--- src/rtl/contra_sprite_pkg.sv ---
// Shared types and constants for the contra sprite sequencers.
package contra_sprite_pkg;

  typedef enum logic [1:0] {
    StIdle,
    StRun,
    StDie
  } enemy_state_t;

  localparam int unsigned NUM_RUN_FRAMES = 4;
  localparam int unsigned ANIM_FRAME_W   = $clog2(NUM_RUN_FRAMES);

endpackage

--- src/rtl/anim_step_div.sv ---
// Divides frame_tick down to one step pulse every FRAMES_PER_STEP ticks.
// clear restarts the count and suppresses the step on that cycle.
module anim_step_div #(
  parameter int unsigned FRAMES_PER_STEP = 6
) (
  input  logic vga_clk,
  input  logic reset_n,
  input  logic tick,
  input  logic clear,
  output logic step
);

  localparam int unsigned CntW = (FRAMES_PER_STEP > 1) ? $clog2(FRAMES_PER_STEP) : 1;
  localparam logic [CntW-1:0] CntMax = CntW'(FRAMES_PER_STEP - 1);

  logic [CntW-1:0] cnt_q, cnt_d;

  always_comb begin
    cnt_d = cnt_q;
    step  = 1'b0;
    if (clear) begin
      cnt_d = '0;
    end else if (tick) begin
      if (cnt_q == CntMax) begin
        cnt_d = '0;
        step  = 1'b1;
      end else begin
        cnt_d = cnt_q + 1'b1;
      end
    end
  end

  always_ff @(posedge vga_clk or negedge reset_n) begin
    if (!reset_n) begin
      cnt_q <= '0;
    end else begin
      cnt_q <= cnt_d;
    end
  end

endmodule

--- src/rtl/enemy_anim_sequencer.sv ---
// Running-enemy animation/motion controller; all updates land on frame_tick.
// Optional ENEMY_DIE_BLINK_EN: visible blinks during the death sequence.
module enemy_anim_sequencer
  import contra_sprite_pkg::*;
#(
  parameter int unsigned FRAMES_PER_STEP = 6,
  parameter int unsigned DIE_STEPS       = 8,
  parameter int unsigned SPEED           = 2,
  parameter int unsigned X_W             = 10,
  parameter int unsigned X_MIN           = 0,
  parameter int unsigned X_MAX           = 600
) (
  input  logic                    vga_clk,
  input  logic                    reset_n,
  input  logic                    frame_tick,
  input  logic                    spawn,
  input  logic [X_W-1:0]          spawn_x,
  input  logic                    spawn_left,
  input  logic                    hit,
  output logic [X_W-1:0]          sprite_x,
  output logic [ANIM_FRAME_W-1:0] anim_frame,
  output logic                    visible,
  output logic                    flip_x,
  output logic                    dying,
  output logic                    busy
);

  localparam int unsigned XW1     = X_W + 1;
  localparam int unsigned DieCntW = (DIE_STEPS > 1) ? $clog2(DIE_STEPS) : 1;
  localparam logic [X_W:0] SpeedExt = XW1'(SPEED);
  localparam logic [X_W:0] XMinExt  = XW1'(X_MIN);
  localparam logic [X_W:0] XMaxExt  = XW1'(X_MAX);
  localparam logic [DieCntW-1:0] DieLast = DieCntW'(DIE_STEPS - 1);

  enemy_state_t            state_q, state_d;
  logic [X_W-1:0]          x_q, x_d;
  logic [ANIM_FRAME_W-1:0] frame_q, frame_d;
  logic                    flip_q, flip_d;
  logic                    vis_q, vis_d;
  logic [DieCntW-1:0]      die_cnt_q, die_cnt_d;
  logic                    spawn_pend_q, spawn_pend_d;
  logic                    hit_pend_q, hit_pend_d;
  logic [X_W-1:0]          spawn_x_q, spawn_x_d;
  logic                    spawn_left_q, spawn_left_d;

  logic           spawn_now, hit_now, sel_left;
  logic [X_W-1:0] sel_x;
  logic [X_W:0]   nx_left, nx_right;
  logic           out_of_range;
  logic           div_tick, div_clear, step;

  anim_step_div #(
    .FRAMES_PER_STEP(FRAMES_PER_STEP)
  ) u_step_div (
    .vga_clk(vga_clk),
    .reset_n(reset_n),
    .tick   (div_tick),
    .clear  (div_clear),
    .step   (step)
  );

  assign div_tick = frame_tick && (state_q != StIdle);

  // A request arriving on the tick cycle itself is consumed by that tick.
  assign spawn_now = spawn_pend_q | spawn;
  assign hit_now   = hit_pend_q | hit;
  assign sel_x     = spawn ? spawn_x : spawn_x_q;
  assign sel_left  = spawn ? spawn_left : spawn_left_q;

  // Left move is evaluated as signed so an underflow reads as negative.
  assign nx_left  = {1'b0, x_q} - SpeedExt;
  assign nx_right = {1'b0, x_q} + SpeedExt;
  assign out_of_range = flip_q ? (nx_right > XMaxExt)
                               : (($signed(nx_left) < $signed(XMinExt)) ||
                                  ($signed(nx_left) > $signed(XMaxExt)));

  always_comb begin
    state_d      = state_q;
    x_d          = x_q;
    frame_d      = frame_q;
    flip_d       = flip_q;
    vis_d        = vis_q;
    die_cnt_d    = die_cnt_q;
    div_clear    = 1'b0;
    spawn_pend_d = spawn_now;
    hit_pend_d   = hit_now;
    spawn_x_d    = sel_x;
    spawn_left_d = sel_left;

    if (frame_tick) begin
      spawn_pend_d = 1'b0;
      hit_pend_d   = 1'b0;
      unique case (state_q)
        StIdle: begin
          if (spawn_now) begin
            state_d   = StRun;
            x_d       = sel_x;
            flip_d    = ~sel_left;
            frame_d   = '0;
            vis_d     = 1'b1;
            div_clear = 1'b1;
          end
        end
        StRun: begin
          if (hit_now) begin
            state_d   = StDie;
            die_cnt_d = '0;
            div_clear = 1'b1;
`ifdef ENEMY_DIE_BLINK_EN
            vis_d     = 1'b0;
`else
            vis_d     = 1'b1;
`endif
          end else if (out_of_range) begin
            state_d = StIdle;
            vis_d   = 1'b0;
          end else begin
            x_d = flip_q ? nx_right[X_W-1:0] : nx_left[X_W-1:0];
            if (step) frame_d = frame_q + 1'b1;
          end
        end
        StDie: begin
`ifdef ENEMY_DIE_BLINK_EN
          vis_d = ~vis_q;
`endif
          if (step) begin
            if (die_cnt_q == DieLast) begin
              state_d = StIdle;
              vis_d   = 1'b0;
            end else begin
              die_cnt_d = die_cnt_q + 1'b1;
            end
          end
        end
        default: state_d = StIdle;
      endcase
    end
  end

  always_ff @(posedge vga_clk or negedge reset_n) begin
    if (!reset_n) begin
      state_q      <= StIdle;
      x_q          <= '0;
      frame_q      <= '0;
      flip_q       <= 1'b0;
      vis_q        <= 1'b0;
      die_cnt_q    <= '0;
      spawn_pend_q <= 1'b0;
      hit_pend_q   <= 1'b0;
      spawn_x_q    <= '0;
      spawn_left_q <= 1'b0;
    end else begin
      state_q      <= state_d;
      x_q          <= x_d;
      frame_q      <= frame_d;
      flip_q       <= flip_d;
      vis_q        <= vis_d;
      die_cnt_q    <= die_cnt_d;
      spawn_pend_q <= spawn_pend_d;
      hit_pend_q   <= hit_pend_d;
      spawn_x_q    <= spawn_x_d;
      spawn_left_q <= spawn_left_d;
    end
  end

  assign sprite_x   = x_q;
  assign anim_frame = frame_q;
  assign visible    = vis_q;
  assign flip_x     = flip_q;
  assign dying      = (state_q == StDie);
  assign busy       = (state_q != StIdle);

endmodule

--- config.mk ---
export PLATFORM = sky130hd
export DESIGN_NAME = enemy_anim_sequencer
export DESIGN_NICKNAME = d
export VERILOG_FILES = /design/src/rtl/contra_sprite_pkg.sv /design/src/rtl/anim_step_div.sv /design/src/rtl/enemy_anim_sequencer.sv
export SDC_FILE = /design/constraint.sdc
export NUM_CORES = 1
export LEC_CHECK = 0
export BUFFER_PORTS_ARGS = -buffer_cell sky130_fd_sc_hd__buf_2
export CORE_MARGIN = 8
export CORE_UTILIZATION = 55
export CTS_CLUSTER_DIAMETER = 40
export CTS_CLUSTER_SIZE = 24
export DETAILED_ROUTE_END_ITERATION = 8
export GPL_TIMING_DRIVEN = 0
export PLACE_DENSITY = 0.78
export SLEW_MARGIN = 20
export SYNTH_ARGS = -nofsm -noshare
export SYNTH_HDL_FRONTEND = slang
export SYNTH_HIERARCHICAL = 1
export SYNTH_SLANG_ARGS = --single-unit
--- constraint.sdc ---
create_clock -name vga_clk -period 7.7 [get_ports vga_clk]
set_input_delay 0.385 -clock vga_clk [delete_from_list [all_inputs] [get_ports vga_clk]]
set_output_delay 0.385 -clock vga_clk [all_outputs]
set_load 0.005 [all_outputs]
==> results of run 1 <==
## sequential cells by signal, summed over array words and instances, names as in the netlist
name	cells
u_step_div/cnt_q	3
sprite_x	10
anim_frame	2
spawn_pend_q	1
spawn_x_q	10
flip_x	1
visible	1
die_cnt_q	3
state_q	2
hit_pend_q	1
spawn_left_q	1
## area by class of cell
type                            count  share of cell area
Clock inverter                      2             0.00544
Tap cell                           50              0.0247
Clock buffer                        5              0.0272
Inverter                            9              0.0133
Buffer                             17              0.0306
Multi-Input combinational cell    181               0.491
Timing Repair Buffer               31              0.0613
Sequential cell                    35               0.346
## Yosys cell counts, types with 4 or more instances
library cell,count,area share
nor2_1,18,0.030
mux2i_1,4,0.018
nand2b_1,4,0.011
inv_1,9,0.015
ha_1,5,0.028
nand2_1,21,0.035
o31ai_1,7,0.024
clkbuf_1,9,0.015
a31oi_1,4,0.011
o21ai_1,8,0.018
nand3_1,6,0.013
nor3_1,4,0.0090
o21ai_0,16,0.036
buf_2,4,0.0090
dfrtp_1,35,0.39
o211ai_1,5,0.017
a21oi_1,6,0.013
mux2_2,11,0.056
## power groups by stage
stage,clock (W),sequential (W),combinational [W]
after floorplan,0,0.000282,0.000351
after global placement,0,0.000294,0.000477
after detailed placement,0,0.000297,0.000484
after CTS,0.000132,0.000294,0.000485
after global routing,0.000140,0.000304,0.000547
final,0.000130,0.000295,0.000490
## final timing paths
path | slack [ns] | end
worst min-delay path | 0.17 | sprite_x[8]$_DFFE_PN0P_
max in group asynchronous | 7.04 | spawn_pend_q$_DFF_PN0_
worst min register to register | 0.50 | spawn_x_q[0]$_DFF_PN0_
worst max-delay path | 4.51 | anim_frame[1]$_DFFE_PN0P_
worst max register to register | 4.51 | anim_frame[1]$_DFFE_PN0P_
min in group vga_clk | 0.34 | hit_pend_q$_DFF_PN0_
## routing by layer
| layer | GRT usage | up-vias |
|---|---|---|
| li1 | - | 968 |
| met1 | 0.230 | 999 |
| met2 | 0.320 | 67 |
| met3 | 0.0394 | 10 |
| met4 | 0.0574 | 0 |
| met5 | 0 | - |
## worst max-delay path, stage by stage (launching register included)
cell and delay (ns):
dfrtp_1 0.53, inv_1 0.16, ha_1 0.34, or4b_1 0.49
or3_1 0.33, a221o_1 0.28, o211ai_2 0.12, nand4_4 0.25
or4b_1 0.56, nand2_1 0.07
## stage by stage
step	instance area, µm²	power (W)	hold slack (ns)	std cells
2_1_floorplan	2230	0.000634	0.0894	242
3_3_place_gp	2450	0.000771	0.467	323
3_5_place_dp	2450	0.000781	0.482	323
4_1_cts	2530	0.000911	0.197	330
5_1_grt	2530	0.000991	0.232	330
6_report	2530	0.000915	0.171	330
## cell families (layout without fill, tap and decap cells)
| logic type | after synthesis | in the layout | synth area share |
|---|---|---|---|
| DFF | 35 | 35 | 0.393 |
| adders and majority gates | 5 | 5 | 0.0280 |
| and+or+nand+nor | 84 | 84 | 0.211 |
| muxes | 16 | 16 | 0.0785 |
| buffers and inverters | 26 | 64 | 0.0499 |
| xor gates and xnor gates | 2 | 2 | 0.00785 |
| AOI/OAI and AO/OA | 74 | 74 | 0.232 |
==> flow_summary.yaml, run 1 <==
global_route:
  grt_pass1_wl_um: 9590
  grt_pass1_vias: 1963
  grt_util_all_layers: 0.188
  overflow: 0
  antenna_found_initial: 0
  grt_start_max_net_pins: 36
pwr:
  p_clk_frac: 0.142
  netSwitchingFraction: 0.458
  p_leak_nw: 1.10
  pwr-share-seq: 0.322
  p_sw_w: 0.000419
  intPower_w: 0.000496
  max-vdd-ir-drop_mv: 0.231
  pwr_density_cell_nw_per_um2: 362
  combPwrFrac: 0.535
clocking:
  h-tree-depth: 2
  cts.sinks: 35
  cts_inserted_buffers: 5
  cts_root_buf: "clkbuf_8"
  insertion_delay_ns: 0.29
  cts_setup_buffers: 0
  clk_pin_slew_ns: 0.07
  cts_resized: 0
  cts_buffer_depth: 2
  cts_hold_buf: 0
  tritoncts: "yes"
drt:
  dr_wl_met3_um: 307
  drt_iter0_markers: 237
  drt_wl_total_um: 5630
  antenna_left: 0
  post_drt_via_cell_ratio: 6.19
  drc_errors: 0
  num_vias: 2044
  drt_pre_antenna_iters: 4
  route.met2.wl_um: 2880
  drt-met1-wl_um: 2370
  wl_per_cell_um: 17.0
  top_layer: "met4"
final_layout:
  final.fill_count: 338
  final-seq-area_um2: 876
  multi_input_area_um2: 1240
  drive_gt1_frac: 0.225
  finalNetCount: 301
  antennaDiodeCount: 0
  finish.utilization: 0.642
  mostFrequentLayoutCells: "35 x buf_2, 35 x dfrtp_1, 21 x nand2_1"
  syn2layout_area_growth_pct: 13.5
logic_synthesis:
  ys_ff_latch: 35
  syn_area_per_cell_um2: 9.22
  synthDistinctLibCells: 60
  synth_edf_count: 0
  syn-cell-area_um2: 2230
  async_flop_share: 1.00
  synth_flop_cell: "dfrtp_1"
  yosysSeqAreaShare: 0.393
  yosysWarnings: 6
  syn_nets: 263
  synth_cells: 242
sta:
  finalMaxSlewViolations: 0
  hold_viol: 0
  rsz0062_at_grt: "false"
  timing.fmax_mhz: 313
  period_needed_ns: 3.19
  fin_crit_sh: 0.415
  setup_ws_ns: 4.51
  worst_pin_slew_ns: 0.777
  fin_worst_skew_ns: 0.00542
  slew_headroom: 0.482
  setup_viol: 0
  setup_tns_ns: 0
floorplanning:
  initial_utilization: 0.566
  die_x_um: 79.7
  die_area_um2: 6350
  row_count: 23
  core_area_um2: 3940
  io_pins: 32
  die_y_um: 79.7
flow_run:
  maxCapViolCount: 0
setup_path:
  reg2reg_from: "sprite_x[1]$_DFFE_PN0P_"
  crit_path_end_kind: "register"
  worstSetupPathType: "register to register"
  cp_data_arrival_time_ns: 3.42
  cp-start-kind: "register"
  worstRegToRegCells: 9
  critPathMaxFanout: 11
  critPathLaunch: "sprite_x[1]$_DFFE_PN0P_"
  required_ns: 7.93
place:
  pre_cts_ws_ns: 4.53
  gp_congestion: 0.923
  io_buffers: 31
  place_hpwl_um: 4120
status:
  outcome: "completed"
min_path:
  min_path_type: "primary input to asynchronous set/reset pin"
Note: power is estimated with default switching activity, not from simulation.
==> inputs of run 2 (changes only) <==
- CORE_UTILIZATION: 55 -> 52
- PLACE_DENSITY: 0.78 -> 0.77
- clock period: 7.7 -> 2.9 ns (I/O delays scaled with it)
==> run 2 against run 1 <==
Non-clock buffer count grew 7. Final cell count grew 2.7%. Clock skew grew 0.0021 ns. Hold slack lost 0.069 ns. Clock-buffer cell count is the same.
==> flow_summary.yaml, run 2 (synthesis results as in run 1) <==
clocking:
  cts_buffer_depth: 2
  clk_pin_slew_ns: 0.07
  tritoncts: "yes"
  h-tree-depth: 2
  insertion_delay_ns: 0.29
  cts.sinks: 35
  cts_root_buf: "clkbuf_8"
  cts_inserted_buffers: 5
drt:
  wl_per_cell_um: 16.7
  drt-met1-wl_um: 2280
  drt_pre_antenna_iters: 5
  drc_errors: 0
  route.met2.wl_um: 2760
  post_drt_via_cell_ratio: 6.05
  antenna_left: 0
  drt_iter0_markers: 180
  drt_wl_total_um: 5680
  num_vias: 2052
  top_layer: "met4"
  dr_wl_met3_um: 453
place:
  dpl_cell_area_um2: 2450
  pre_cts_ws_ns: -0.268
  place_hpwl_um: 4060
  gp_congestion: 0.933
  io_buffers: 31
global_route:
  grt_pass1_wl_um: 9520
  grt_util_all_layers: 0.185
  overflow: 0
  grt_pass1_vias: 2058
  grt_start_max_net_pins: 36
  antenna_found_initial: 0
min_path:
  min_path_type: "primary input to register"
  worstHoldStart: "spawn_x[6]"
floorplanning:
  die_x_um: 81.5
  die_y_um: 81.5
  initial_utilization: 0.527
  core_area_um2: 4230
  die_area_um2: 6640
  row_count: 24
  io_pins: 32
sta:
  period_needed_ns: 2.77
  whs_ns: 0.102
  setup_viol: 0
  slew_headroom: 0.477
  finalMaxSlewViolations: 0
  hold_viol: 0
  worst_pin_slew_ns: 0.785
  fin_crit_sh: 0.957
  setup_ws_ns: 0.125
  timing.fmax_mhz: 360
  fin_worst_skew_ns: 0.00748
setup_path:
  critPathLaunch: "sprite_x[2]$_DFFE_PN0P_"
  critPathMaxFanout: 7
  required_ns: 3.13
  reg2reg_from: "sprite_x[2]$_DFFE_PN0P_"
  crit_path_end_kind: "register"
  worstSetupPathType: "register to register"
  cp_data_arrival_time_ns: 3.00
  cp-start-kind: "register"
final_layout:
  final.fill_count: 376
  finish.utilization: 0.616
  finalNetCount: 308
  mostFrequentLayoutCells: "36 x buf_2, 33 x dfrtp_1, 21 x nand2_1"
  drive_gt1_frac: 0.261
  final_area_um2: 2610
  syn2layout_area_growth_pct: 16.8
  antennaDiodeCount: 0
  layout_commonest_cell: "buf_2"
flow_run:
  maxCapViolCount: 0
pwr:
  report.power.total_w: 0.00253
  pwr_density_cell_nw_per_um2: 972
  max-vdd-ir-drop_mv: 0.479
  p_leak_nw: 1.14
status:
  outcome: "completed"
run 2: changes by cell type in the layout (fill, tap and decap cells not counted), sizes merged:
cell	delta
clkbuf	-1
dlygate4sd3	+1
buf	+7
run 2: worst paths after layout:
check | cells after the start | slack [ns] | end
min reg2reg | 2 | 0.49 | die_cnt_q[1]$_DFFE_PN0P_
max reg2reg | 9 | 0.13 | anim_frame[1]$_DFFE_PN0P_
min | 2 | 0.10 | spawn_x_q[6]$_DFF_PN0_
max | 9 | 0.13 | anim_frame[1]$_DFFE_PN0P_
max in group asynchronous | 2 | 1.87 | sprite_x[2]$_DFFE_PN0P_
min in group asynchronous | 2 | 0.48 | spawn_x_q[9]$_DFF_PN0_
run 2: layout make-up:
cell class	count	area (µm²)	share of cell area
buffer	16	73.8	0.0283
clock buffer	5	68.8	0.0264
clock inverter	2	13.8	0.00528
inverter	9	33.8	0.0130
multi-input combinational	181	1260	0.482
sequential	35	878	0.337
tap	52	65.1	0.0250
timing repair buffer	39	215	0.0826
run 2: timing repair:
action,CTS,global route
pin swaps,1,3
setup buffers,6,1
endpoints found under the hold margin,35,0
resized for setup,2,4
hold buffers,1,0
setup endpoints to repair,10,11
run 2: power by group:
part           leakage [nW]  internal, W  switching, W
combinational         0.671     0.000602      0.000821
sequential            0.422     0.000629      0.000132
clock                0.0440     0.000164      0.000184
run 2: metrics by stage:
step	instances	TNS (ns)
2_1_floorplan	242	0
4_1_cts	339	0
5_1_grt	339	-0.00946
3_5_place_dp	325	-1.27
6_report	339	0
3_3_place_gp	325	-1.20
run 2: routing by layer:
metal	GRT usage	up-vias
met1	0.210	964
met4	0.0982	0
met5	0	-
li1	-	987
met2	0.311	80
met3	0.0503	21
run 2: worst max-delay path, cell delays in order, from the launching register on:
cell      delay (ns)
dfrtp_2         0.45
inv_2           0.10
ha_4            0.20
or4b_1          0.49
or3_1           0.33
a221o_1         0.29
o211ai_2        0.11
nand4_4         0.17
or4b_1          0.51
nand2_1         0.07
==> inputs of run 3 (changes only) <==
- PLACE_DENSITY: 0.77 -> 0.76
==> run 3 against run 2 <==
Final area down 0.77%. Clock power barely moved. Non-clock buffer count decreased by 2. Final cell count down 0.59%. Clock skew is 0.0041 ns lower. Largest cell class unchanged. Largest power group unchanged. Highest routed layer unchanged.
==> flow_summary.yaml, run 3 (synthesis results as in run 1) <==
status:
  outcome: "completed"
global_route:
  antenna_found_initial: 0
  grtUsageMet3: 0.0383
  use_met1: 0.222
  overflow: 0
  busiest_layer: "met2"
  grt_pass1_wl_um: 9490
  grt_util_met2: 0.302
  grt_util_all_layers: 0.181
  grt_pass1_vias: 2013
  grt_start_max_net_pins: 36
setup_path:
  cp-start-kind: "register"
  worstSetupPathType: "register to register"
  worstPathCellList: "inv_2 > ha_1 > or4b_1 > or3_1 > a221o_1 > o211ai_2 > nand4_4 > mux2_1 > a31o_1"
  worst-path-buf-inv: 1
  crit_path_end_kind: "register"
  path_delay_family: "simple AND/OR/NAND/NOR gates"
  critPathMaxFanout: 5
  required_ns: 3.08
  crit_slowest_cell: "or4b_1"
  cp_data_arrival_time_ns: 3.00
  cp_slowest_stage_delay_ns: 0.49
place:
  dp_cells: 325
  io_buffers: 31
  place_hpwl_um: 4110
  gp_congestion: 0.931
sta:
  setup_tns_ns: 0
  fin_worst_skew_ns: 0.00340
  fin_crit_sh: 0.971
  finalMaxSlewViolations: 0
  hold_viol: 0
  setup_viol: 0
  rsz0062_at_grt: "false"
  worst_pin_slew_ns: 0.812
  period_needed_ns: 2.82
  timing.fmax_mhz: 355
  slew_headroom: 0.458
clocking:
  cts_buffer_depth: 2
  tritoncts: "yes"
  cts_inserted_buffers: 5
  cts.sinks: 35
  clk_pin_slew_ns: 0.07
  cts_root_buf: "clkbuf_8"
  insertion_delay_ns: 0.29
  h-tree-depth: 2
floorplanning:
  die_area_um2: 6640
  io_pins: 32
  die_y_um: 81.5
  row_count: 24
  initial_utilization: 0.527
  core_area_um2: 4230
  die_x_um: 81.5
final_layout:
  instances_no_fill: 337
  layout_commonest_cell: "buf_2"
  antennaDiodeCount: 0
  syn2layout_area_growth_pct: 15.9
  finalNetCount: 306
  final.fill_count: 389
  mostFrequentLayoutCells: "35 x buf_2, 33 x dfrtp_1, 21 x nand2_1"
  drive_gt1_frac: 0.256
min_path:
  min_path_type: "primary input to register"
flow_run:
  maxCapViolCount: 0
drt:
  drc_errors: 0
  drt_wl_total_um: 5750
  wl_per_cell_um: 17.1
  num_vias: 2078
  drt_pre_antenna_iters: 5
  antenna_left: 0
  post_drt_via_cell_ratio: 6.17
  drt_iter0_markers: 254
pwr:
  p_leak_nw: 1.13
  pwr_density_cell_nw_per_um2: 972
  max-vdd-ir-drop_mv: 0.500
==> run 3: cell count changes in the layout (fill, tap and decap cells not counted) <==
cell	change
buf_2	-1
ha_4	-1
a2111oi_1	-1
ha_1	+1
buf_4	-1
a2111oi_2	+1
==> run 3: path summary, 6_finish.rpt <==
kind | from | to | slack [ns] | cells after the start
max | sprite_x[2]$_DFFE_PN0P_ | sprite_x[5]$_DFFE_PN0P_ | 0.08 | 9
min | spawn_x[8] | spawn_x_q[8]$_DFF_PN0_ | 0.10 | 2
max reg2reg | sprite_x[2]$_DFFE_PN0P_ | sprite_x[5]$_DFFE_PN0P_ | 0.08 | 9
min reg2reg | die_cnt_q[2]$_DFFE_PN0P_ | die_cnt_q[2]$_DFFE_PN0P_ | 0.49 | 2
max in group asynchronous | reset_n | sprite_x[2]$_DFFE_PN0P_ | 1.84 | 2
min in group asynchronous | reset_n | spawn_x_q[3]$_DFF_PN0_ | 0.49 | 2
==> run 3: layout make-up <==
| cell class | instances | area [µm²] | area share |
|---|---|---|---|
| plain buffers | 16 | 73.8 | 0.0285 |
| clock buffers | 5 | 68.8 | 0.0266 |
| clock inverters | 2 | 13.8 | 0.00532 |
| inverters | 9 | 33.8 | 0.0131 |
| multi-input cells | 181 | 1250 | 0.483 |
| flip-flops and latches | 35 | 878 | 0.340 |
| well taps | 52 | 65.1 | 0.0252 |
| repair buffers | 37 | 203 | 0.0784 |
==> run 3: power by group <==
group | switching [W] | internal [W]
clock network | 0.000185 | 0.000164
registers | 0.000132 | 0.000629
logic | 0.000828 | 0.000575
==> run 3: routing by layer <==
layer  share of wire  routed length (µm)
met1            0.42                2420
met2            0.49                2830
met3           0.067                 386
met4           0.019                 111
met5               0                   0
==> run 3: per-stage QoR <==
stage	area, µm²	power (W)	hold WS (ns)	utilization	worst slack, ns
2_1_floorplan	2230	0.00168	-0.151	-	0.0451
3_3_place_gp	2450	0.00204	0.261	0.579	-0.235
3_5_place_dp	2450	0.00207	0.272	0.579	-0.262
4_1_cts	2580	0.00247	0.101	0.608	0.0399
5_1_grt	2590	0.00271	0.0904	0.611	0.00931
6_report	2590	0.00251	0.104	0.611	0.0840
==> run 3: timing repair <==
action	4_1_cts	5_1_grt
endpoints found under the hold margin	35	0
hold buffers	1	0
buffers inserted	4	1
pin swaps	1	1
endpoints found under the setup margin	10	12
resized for setup	2	4
==> run 3: worst reg2reg max path: cells and delay by family, from the launching register on <==
family | cells | cell delay, ns
simple gates | 3 | 0.98
compound gates | 3 | 0.61
flops | 1 | 0.42
mux | 1 | 0.34
fa+ha+maj | 1 | 0.31
buf+inv | 1 | 0.06
